$ cat src/rtl/isp_roi_crop.sv
// isp_roi_crop: crops a rectangular region of interest out of a raster pixel stream
//
// Ports:
//   pclk, rst_n             pixel clock, asynchronous active-low reset
//   cfg_en                  1 = crop active, 0 = bypass (captured at frame start)
//   cfg_x0/cfg_y0           window left column / top row, 0-based
//   cfg_w/cfg_h             window width / height
//   in_href/in_vsync/in_data  input line valid, vertical blanking, pixel
//   out_href/out_vsync/out_data  cropped stream, one cycle latency, data zero when idle
//   win_clip                window exceeded the line or frame during the previous frame
//   stat_lines/stat_pixels  output lines / pixels of the previous frame
//
// Optional feature: define ISP_ROI_CROP_STATS_EN to build the frame statistics counters;
// otherwise stat_lines and stat_pixels are tied to zero.
module isp_roi_crop #(
    parameter int BITS     = 8,
    parameter int CHANNELS = 1,
    parameter int CNT_W    = 16
) (
    input  logic                     pclk,
    input  logic                     rst_n,
    input  logic                     cfg_en,
    input  logic [11:0]              cfg_x0,
    input  logic [11:0]              cfg_y0,
    input  logic [11:0]              cfg_w,
    input  logic [11:0]              cfg_h,
    input  logic                     in_href,
    input  logic                     in_vsync,
    input  logic [BITS*CHANNELS-1:0] in_data,
    output logic                     out_href,
    output logic                     out_vsync,
    output logic [BITS*CHANNELS-1:0] out_data,
    output logic                     win_clip,
    output logic [15:0]              stat_lines,
    output logic [31:0]              stat_pixels
);
    localparam int WW = (CNT_W > 13) ? CNT_W : 13;
    localparam logic [CNT_W-1:0] CMAX = '1;

    logic             vs_d, href_d, armed, sticky;
    logic             sh_en;
    logic [11:0]      sh_x0, sh_y0, sh_w, sh_h;
    logic [CNT_W-1:0] col_q, row_q, col_c, row_c;
    logic             frame_start, line_end, hit, en_e, win_x, win_y, sh_row, line_clip, frame_clip;
    logic [11:0]      x0_e, y0_e, w_e, h_e;
    logic [12:0]      x_end, y_end, sx_end, sy_end;

    assign frame_start = vs_d & ~in_vsync;
    // armed stays low until in_href has been seen low, so a line already in flight
    // at reset release produces neither output nor a row increment
    assign line_end    = href_d & ~in_href & armed;

    // on frame_start the freshly captured configuration and row 0 already apply
    assign en_e  = frame_start ? cfg_en : sh_en;
    assign x0_e  = frame_start ? cfg_x0 : sh_x0;
    assign y0_e  = frame_start ? cfg_y0 : sh_y0;
    assign w_e   = frame_start ? cfg_w  : sh_w;
    assign h_e   = frame_start ? cfg_h  : sh_h;
    assign col_c = href_d ? col_q : '0;
    assign row_c = frame_start ? '0 : row_q;

    assign x_end  = {1'b0, x0_e} + {1'b0, w_e};
    assign y_end  = {1'b0, y0_e} + {1'b0, h_e};
    assign sx_end = {1'b0, sh_x0} + {1'b0, sh_w};
    assign sy_end = {1'b0, sh_y0} + {1'b0, sh_h};

    assign win_x = (WW'(col_c) >= WW'(x0_e)) && (WW'(col_c) < WW'(x_end));
    assign win_y = (WW'(row_c) >= WW'(y0_e)) && (WW'(row_c) < WW'(y_end));
    assign hit   = in_href & armed & (~en_e | (win_x & win_y));

    // col_q holds the pixel count of the line, so at line end it is last column + 1
    assign sh_row     = (WW'(row_q) >= WW'(sh_y0)) && (WW'(row_q) < WW'(sy_end));
    assign line_clip  = line_end & sh_en & sh_row & (WW'(col_q) < WW'(sx_end));
    assign frame_clip = sh_en & (WW'(row_q) < WW'(sy_end));

    always_ff @(posedge pclk or negedge rst_n) begin
        if (!rst_n) begin
            vs_d     <= 1'b0;
            href_d   <= 1'b0;
            armed    <= 1'b0;
            sticky   <= 1'b0;
            win_clip <= 1'b0;
            out_href <= 1'b0;
            out_data <= '0;
            col_q    <= '0;
            row_q    <= '0;
            sh_en    <= 1'b0;
            sh_x0    <= '0;
            sh_y0    <= '0;
            sh_w     <= '0;
            sh_h     <= '0;
        end else begin
            vs_d     <= in_vsync;
            href_d   <= in_href;
            armed    <= armed | ~in_href;
            out_href <= hit;
            out_data <= hit ? in_data : '0;
            if (in_href)
                col_q <= (col_c == CMAX) ? col_c : col_c + 1'b1;
            row_q <= frame_start ? '0 : (line_end && row_q != CMAX) ? row_q + 1'b1 : row_q;
            if (frame_start) begin
                sh_en    <= cfg_en;
                sh_x0    <= cfg_x0;
                sh_y0    <= cfg_y0;
                sh_w     <= cfg_w;
                sh_h     <= cfg_h;
                win_clip <= sticky | line_clip | frame_clip;
                sticky   <= 1'b0;
            end else if (line_clip) begin
                sticky <= 1'b1;
            end
        end
    end

    assign out_vsync = vs_d;

`ifdef ISP_ROI_CROP_STATS_EN
    logic [15:0] cnt_lines;
    logic [31:0] cnt_pixels;

    // a hit following an idle output cycle starts a new output line
    always_ff @(posedge pclk or negedge rst_n) begin
        if (!rst_n) begin
            cnt_lines   <= '0;
            cnt_pixels  <= '0;
            stat_lines  <= '0;
            stat_pixels <= '0;
        end else if (frame_start) begin
            stat_lines  <= cnt_lines;
            stat_pixels <= cnt_pixels;
            cnt_lines   <= '0;
            cnt_pixels  <= '0;
        end else begin
            if (hit && !out_href && cnt_lines != '1)
                cnt_lines <= cnt_lines + 1'b1;
            if (hit && cnt_pixels != '1)
                cnt_pixels <= cnt_pixels + 1'b1;
        end
    end
`else
    assign stat_lines  = '0;
    assign stat_pixels = '0;
`endif

endmodule
$ cat config.mk
export PLATFORM = sky130hd
export DESIGN_NAME = isp_roi_crop
export DESIGN_NICKNAME = d
export VERILOG_FILES = /design/src/rtl/isp_roi_crop.sv
export SDC_FILE = /design/constraint.sdc
export NUM_CORES = 1
export LEC_CHECK = 0
export BUFFER_PORTS_ARGS = -buffer_cell sky130_fd_sc_hd__clkbuf_2
export CORE_ASPECT_RATIO = 0.7
export CORE_MARGIN = 8
export CORE_UTILIZATION = 30
export CTS_CLUSTER_SIZE = 8
export DETAILED_ROUTE_END_ITERATION = 8
export GPL_ROUTABILITY_DRIVEN = 0
export SYNTH_ARGS = -nofsm -noshare
export SYNTH_HDL_FRONTEND = slang
export SYNTH_SLANG_ARGS = --single-unit
$ cat constraint.sdc
create_clock -name pclk -period 5.4 [get_ports pclk]
set_clock_uncertainty 0.05 [all_clocks]
set_input_delay 1.08 -clock pclk [delete_from_list [all_inputs] [get_ports pclk]]
set_output_delay 1.08 -clock pclk [all_outputs]
set_load 0.01 [all_outputs]
==> impl_metrics.csv, run 1 <==
group,metric,value,unit
timing,fmax,0.2015,GHz
power_and_ir_drop,ir_drop,165.3,µV
floorplan,ios,120,
hold_path,hp-class,"register to register",
clock_tree,ctsResizeCount,0,
yosys,synth_cell_types,73,
setup_path,worst_path_most_repeated_cell,"a21o_1",
yosys,synth-compound-area-share,0.1452,
detailed_routing,viasPerCell,4.909,
power_and_ir_drop,p_comb_frac,0.427,
floorplan,dieWidth,217.7,µm
power_and_ir_drop,pwr_density_cell,273.4,nW/µm²
timing,setup_ws,436.0,ps
detailed_routing,post_drt_wl_per_cell,16.32,µm
setup_path,critPathMaxFanout,17,
clock_tree,clk_latency,370,ps
setup_path,slowest_delay,550,ps
timing,slew-limit-headroom,0.3635,
power_and_ir_drop,pwr-share-seq,0.322,
floorplan,fp.dieH,157.2,µm
setup_path,end_kind,"register",
setup_path,worstPathBufferInverterCount,2,
yosys,synth_most_common_cell,"nand2_1",
place,port_buffers,71,
clock_tree,numCtsBuffers,9,
grt,grt_pass1_vias,6801,
timing,timing.final.crit_period,4964,ps
setup_path,crit_path_cell_trace,"clkbuf_2 -> nor2b_4 -> nor2_1 -> a21oi_1 -> inv_1 -> ha_1 -> a21oi_1 -> o21ai_1 -> nor4_1 -> o31ai_1 -> nor2_1 -> xor2_1 -> ha_1 -> a21o_1 -> a21o_1 -> a21o_1 -> a211oi_2 -> o221ai_2 -> nor3_1",
yosys,synthMuxAreaShare,0.01890,
floorplan,die_area,34210,µm²
setup_path,rrSetupSlack,790,ps
yosys,synth-xor-area-share,0.06154,
detailed_routing,dr.first_iter.drc_count,388,
place,dp_hpwl,19.45,mm
timing,worst_pin_slew,942.5,ps
hold_path,whs_endpoint,"sticky",
power_and_ir_drop,power,2592,µW
grt,grt_overflow_total,0,
setup_path,slowest_stage,"nor4_1",
timing,setup_viol,0,
finish,layout-drive-gt1-share,0.1115,
hold_path,min_path_cells,2,
yosys,netlist_area,8539,µm²
clock_tree,cts_hold_buf,0,
yosys,yosys_register_bits,95,
clock_tree,clk_path_buf_depth,2,
finish,nets,1269,
hold_path,min_from,"sticky",
setup_path,path_class,"input port to register",
detailed_routing,antenna_left,0,
detailed_routing,wirelength,23.61,mm
flow_run,cap_violations,0,
floorplan,fp.coreArea,27890,µm²
place,pre_cts_ws,102.5,ps
detailed_routing,vias,7103,
yosys,netlist.area_leader.share,0.2784,
yosys,yosys_warnings,0,
setup_path,required,5630,ps
yosys,synthAdderAreaFrac,0.2042,
clock_tree,cts_root_buffer,"clkbuf_16",
grt,grt_pass1_wl,37.51,mm
clock_tree,htreeDepth,3,
yosys,ys_seq_area_frac,0.2784,
grt,grt_util_all_layers,0.1388,
detailed_routing,dr.pass1.iters,5,
yosys,synth_edf_count,0,
setup_path,worst_r2r_path_depth,18,
place,dpl_cell_area,9188,µm²
timing,slew_violations,0,
power_and_ir_drop,intPower,1576,µW
clock_tree,cts_setup_buffers,0,
finish,stdcell_area,9480,µm²
grt,antenna_found_initial,2,
setup_path,startpoint_type,"input port",
setup_path,path_delay_family,"compound AO/OA/AOI/OAI gates",
yosys,yosysTopAreaCell,"dfrtp_1",
yosys,synth_flop_cell,"dfrtp_1",
yosys,synth_area_leaders,"dfrtp_1 (28%), ha_1 (19%), nand2_1 (6.9%)",
yosys,synth_top_family_by_area,"simple AND/OR/NAND/NOR gates",
clock_tree,clock-sinks,95,
timing,rsz0062_at_grt,"false",
timing,hold_viol,0,
floorplan,start_util,0.3062,
setup_path,rr_endpoint,"out_data[3]",
floorplan,rows,51,
power_and_ir_drop,swShare,0.3920,
power_and_ir_drop,p_clk_frac,0.251,
outcome,status,"complete, no violations",
finish,diodes,0,
setup_path,arrival,5190,ps
detailed_routing,drt_drc_violations_left,0,
power_and_ir_drop,p_switching,1016,µW
power_and_ir_drop,p_leak,0.004864,µW
timing,setup_tns,0,ps
yosys,netlist_instances,999,
clock_tree,clk_pin_slew,70,ps
clock_tree,cts_tree,"done",
setup_path,r2r_start,"out_vsync",
yosys,synth-simple-area-share,0.2145,
yosys,synthTopCellsByCount,"nand2_1 (157), ha_1 (133), dfrtp_1 (95)",
yosys,ys_async_sr_fraction,1.000,
yosys,syn_area_per_cell,8.548,µm²
grt,grt_max_degree,64,
finish,area_delta_synth_final,11.02,%
timing,finalCritPeriodShare,0.9193,
-- state kept, by name, summed over array words and instances, names as in the netlist, named ones only --
name / cells
col_q: 16
row_q: 16
sh_h: 12
sh_w: 12
sh_x0: 11
sh_y0: 11
out_data: 8
armed: 1
href_d: 1
out_href: 1
out_vsync: 1
sh_en: 1
sticky: 1
win_clip: 1
-- through the flow --
stage            util  hold slack [ps]  std cells
5_1_grt        0.3400            478.2       1447
3_5_place_dp   0.3295            419.1       1431
3_3_place_gp   0.3295            410.7       1431
6_report       0.3400            436.2       1447
2_1_floorplan       -            397.8       1046
4_1_cts        0.3400            434.9       1447
-- worst max path at each step --
stage,cells after the start,startpoint,end,slack [ps]
2_1_floorplan,20,in_vsync,out_data[0],580
3_3_place_gp,19,in_vsync,out_data[3],170
3_5_place_dp,19,in_vsync,out_data[0],100
4_1_cts,19,in_vsync,out_data[0],480
5_1_grt,19,in_vsync,out_data[3],50
6_report,19,in_vsync,out_data[3],440
-- power by group through the flow --
| stage | logic (µW) | clock network [µW] | registers, µW |
|---|---|---|---|
| 2_1_floorplan | 819 | 0 | 832 |
| 3_3_place_gp | 1070 | 0 | 846 |
| 3_5_place_dp | 1090 | 0 | 848 |
| 4_1_cts | 1100 | 670 | 834 |
| 5_1_grt | 1250 | 700 | 845 |
| 6_report | 1110 | 651 | 834 |
-- layout by cell type (no fill, tap or decap), types with 4 or more instances in the layout --
| master | netlist | layout |
|---|---|---|
| nor4_1 | 7 | 7 |
| dfrtp_1 | 95 | 95 |
| and4_1 | 5 | 5 |
| a21oi_1 | 55 | 55 |
| a21o_1 | 27 | 27 |
| nand2_1 | 157 | 157 |
| clkbuf_16 | 0 | 9 |
| o31ai_1 | 4 | 4 |
| buf_4 | 50 | 9 |
| clkbuf_2 | 0 | 70 |
| o21a_1 | 14 | 14 |
| conb_1 | 1 | 48 |
| a31oi_1 | 10 | 10 |
| fa_1 | 4 | 4 |
| ha_1 | 133 | 133 |
| nor2_1 | 57 | 57 |
| xor2_1 | 33 | 33 |
| nand4_1 | 15 | 15 |
| nand2b_1 | 22 | 22 |
| o21ai_1 | 9 | 9 |
| mux2i_1 | 11 | 11 |
| and3_1 | 8 | 8 |
| and2_1 | 27 | 27 |
| inv_1 | 56 | 56 |
| xnor2_1 | 27 | 27 |
| a211oi_1 | 6 | 6 |
| nor2b_1 | 7 | 6 |
| nand3_1 | 29 | 29 |
| nor3_1 | 21 | 21 |
| o21ai_0 | 30 | 30 |
-- layer usage --
| layer | global-route usage | up-vias | share of wire |
|---|---|---|---|
| li1 | - | 3549 | - |
| met1 | 0.2142 | 3349 | 0.54 |
| met2 | 0.1812 | 179 | 0.37 |
| met3 | 0.04123 | 22 | 0.074 |
| met4 | 0.03116 | 4 | 0.012 |
| met5 | 0 | - | 0.0011 |
-- cell type report --
| class | count | area, µm² |
|---|---|---|
| clock buffers | 11 | 252.7 |
| multi-input cells | 827 | 5690 |
| repair buffers | 80 | 437.9 |
| flip-flops and latches | 95 | 2377 |
| clock inverters | 5 | 40.04 |
| inverters | 58 | 217.7 |
| well taps | 371 | 464.2 |
| fillers | 2947 | 18410 |
-- worst reg2reg max path: cells and delay by family, from the launching register on --
kind            cells  cell delay (ps)
xor+xnor            1              170
simple gates        5             1480
buf+inv             1               80
fa+ha+maj           2              550
flops               1              420
compound gates      9             1790
-- cells by family (layout without fill, tap and decap cells) --
group                      after synthesis  in the layout
xor gates and xnor gates                60             60
buffers and inverters                  124            154
and+or+nand+nor                        376            376
adders and majority gates              137            137
DFF                                     95             95
other                                    1             48
muxes                                   15             15
AOI/OAI and AO/OA                      191            191
Power figures use the tool's default switching activity.
==> inputs of run 2 (changes only) <==
--- a/config.mk
+++ b/config.mk
@@ -5,6 +5,7 @@
 export SDC_FILE = /design/constraint.sdc
 export NUM_CORES = 1
 export LEC_CHECK = 0
+export ABC_AREA = 1
 export BUFFER_PORTS_ARGS = -buffer_cell sky130_fd_sc_hd__clkbuf_2
 export CORE_ASPECT_RATIO = 0.7
 export CORE_MARGIN = 8
==> run 2 against run 1 <==
Net effect:
- routed wire length up 9.5%
- cell count rose by 14%
- combinational power about the same
- synthesized area grew 4.7%
- non-clock buffer count decreased by 2
- design area increased by 4.1%
==> impl_metrics.csv, run 2 <==
group,metric,value,unit
clock_tree,htreeDepth,3,
timing,hold_ws,465.5,ps
finish,area_delta_synth_final,10.39,%
setup_path,rr_endpoint,"out_data[2]",
floorplan,die_area,35660,µm²
clock_tree,clk_path_buf_depth,2,
timing,hold_viol,0,
timing,timing.final.crit_period,4813,ps
yosys,netlist_area,8939,µm²
timing,finalCritPeriodShare,0.8914,
yosys,yosys_register_bits,95,
finish,reg.largest.list,"col_q (16), row_q (16)",
place,port_buffers,71,
outcome,status,"complete, no violations",
setup_path,critPathMaxFanout,35,
floorplan,fp.dieH,160.4,µm
grt,grt_pass1_vias,7608,
detailed_routing,dr.pass1.iters,5,
clock_tree,clk_latency,360,ps
detailed_routing,drt_drc_violations_left,0,
hold_path,hp-class,"register to register",
timing,slew_violations,0,
floorplan,rows,53,
power_and_ir_drop,pwr_density_cell,268.1,nW/µm²
finish,diodes,0,
yosys,synth_most_common_cell,"nand2_1",
setup_path,critPathLaunch,"in_vsync",
setup_path,rrSetupSlack,950,ps
setup_path,path_class,"input port to register",
yosys,yosys_warnings,0,
timing,slew-limit-headroom,0.3397,
grt,antenna_found_initial,0,
setup_path,required,5640,ps
power_and_ir_drop,pwr-share-seq,0.311,
clock_tree,clock-sinks,95,
setup_path,endpoint,"out_data[2]",
floorplan,dieWidth,222.3,µm
clock_tree,numCtsBuffers,9,
yosys,synth-xor-area-share,0.05585,
flow_run,cap_violations,0,
grt,grt_pass1_wl,41.59,mm
yosys,synthMuxAreaShare,0,
power_and_ir_drop,p_switching,1086,µW
floorplan,fp.coreArea,29640,µm²
setup_path,startpoint_type,"input port",
clock_tree,clk_pin_slew,80,ps
setup_path,end_kind,"register",
timing,setup_tns,0,ps
detailed_routing,vias,7867,
grt,grt_overflow_total,0,
detailed_routing,post_drt_wl_per_cell,15.63,µm
clock_tree,cts_tree,"done",
yosys,synth-compound-area-share,0.1198,
yosys,synth_cell_types,47,
yosys,netlist.area_leader.share,0.2660,
timing,fmax,0.2078,GHz
yosys,synth-simple-area-share,0.2391,
yosys,synth_edf_count,0,
finish,layout-drive-gt1-share,0.1165,
clock_tree,cts_root_buffer,"clkbuf_16",
power_and_ir_drop,p_comb_frac,0.422,
setup_path,worst_r2r_path_depth,24,
setup_path,arrival,5060,ps
timing,rsz0062_at_grt,"false",
yosys,synthTopCellsByCount,"nand2_1 (264), inv_1 (165), ha_1 (133)",
detailed_routing,dr.first_iter.drc_count,541,
power_and_ir_drop,ir_drop,146.7,µV
detailed_routing,viasPerCell,4.753,
power_and_ir_drop,swShare,0.4106,
timing,worst_pin_slew,990.4,ps
yosys,synth_flop_cell,"dfrtp_1",
timing,setup_viol,0,
yosys,synth_top_family_by_area,"simple AND/OR/NAND/NOR gates",
power_and_ir_drop,p_clk_frac,0.267,
power_and_ir_drop,p_leak,0.005337,µW
yosys,synth_area_leaders,"dfrtp_1 (27%), ha_1 (19%), nand2_1 (11%)",
yosys,ys_async_sr_fraction,1.000,
floorplan,ios,120,
finish,final_common_cell,"nand2_1",
power_and_ir_drop,intPower,1559,µW
yosys,ys_seq_area_frac,0.2660,
detailed_routing,wirelength,25.87,mm
grt,grt_util_all_layers,0.1438,
floorplan,start_util,0.3015,
finish,layout_common_cells,"nand2_1 (264), inv_1 (165), ha_1 (133), dfrtp_1 (95), a21oi_1 (87)",
grt,grt_max_degree,71,
detailed_routing,antenna_left,0,
yosys,netlist_instances,1195,
place,dp_hpwl,21.27,mm
yosys,syn_area_per_cell,7.480,µm²
yosys,yosysTopAreaCell,"dfrtp_1",
power_and_ir_drop,power,2645,µW
finish,nets,1463,
setup_path,r2r_start,"out_vsync",
yosys,synthAdderAreaFrac,0.1951,
-- run 2: how the worst min path moves through the flow --
stage | end | cells after the start | startpoint
after detailed placement | sh_w[10] | 2 | sh_w[10]
after CTS | sh_w[10] | 2 | sh_w[10]
final | armed | 2 | armed
after global placement | armed | 2 | armed
after global routing | sh_w[0] | 2 | sh_w[0]
after floorplan | sticky | 2 | sticky
-- run 2: cells by family after synthesis --
family,after synthesis
AO/OA/AOI/OAI,189
XOR/XNOR,57
flip-flops,95
buffers and inverters,238
other,1
adder cells (fa/ha/maj),137
AND/OR/NAND/NOR,478
-- run 2: timing repair --
| item | 4_1_cts | 5_1_grt |
|---|---|---|
| buffers inserted | 0 | 0 |
| endpoints found under the setup margin | 0 | 2 |
| hold buffers | 0 | 0 |
| gates resized for setup | 0 | 1 |
-- run 2: power groups by stage --
stage          clock, µW  combinational, µW  sequential [µW]
2_1_floorplan          0                831              821
3_3_place_gp           0               1070              835
3_5_place_dp           0               1100              835
4_1_cts              728               1110              822
5_1_grt              753               1270              830
6_report             707               1120              823
-- run 2: worst max-delay path, stage by stage --
cell and delay (ps):
clkbuf_2 130, inv_2 80, nand2_8 210, buf_4 320
o21ai_0 240, fa_1 510, inv_1 70, a21o_1 100
a21oi_1 130, o21ai_0 400, nand2_1 100, nand2_1 110
nand3_1 70, nand2_1 80, inv_1 40, ha_1 170
or2_2 310, nor3_1 190, o21ai_1 90, nor2_1 90
nand3_1 90, o21bai_2 150, nand2_2 140, nor2_1 120
-- run 2: final cells by class --
class,count,area [µm²]
Inverter,172,645.6
Tap cell,385,481.7
Multi-Input combinational cell,909,5640
Clock inverter,7,86.33
Fill cell,3156,19780
Timing Repair Buffer,78,410.4
Sequential cell,95,2377
Clock buffer,9,225.2
-- run 2: stage by stage --
step	instance area, µm²	cells	setup slack [ps]	util
after floorplan	9115	1242	685.0	-
final	9867	1655	586.7	0.3329
after CTS	9858	1655	519.3	0.3326
after detailed placement	9547	1639	168.2	0.3221
after global routing	9867	1655	143.6	0.3329
after global placement	9547	1639	302.6	0.3221
-- run 2: metal layers --
layer | part of all wire | global-route usage | up-vias
li1 | - | - | 3957
met1 | 0.52 | 0.2149 | 3687
met2 | 0.41 | 0.2136 | 211
met3 | 0.055 | 0.02623 | 12
met4 | 0.0085 | 0.02495 | 0
met5 | 0 | 0 | -
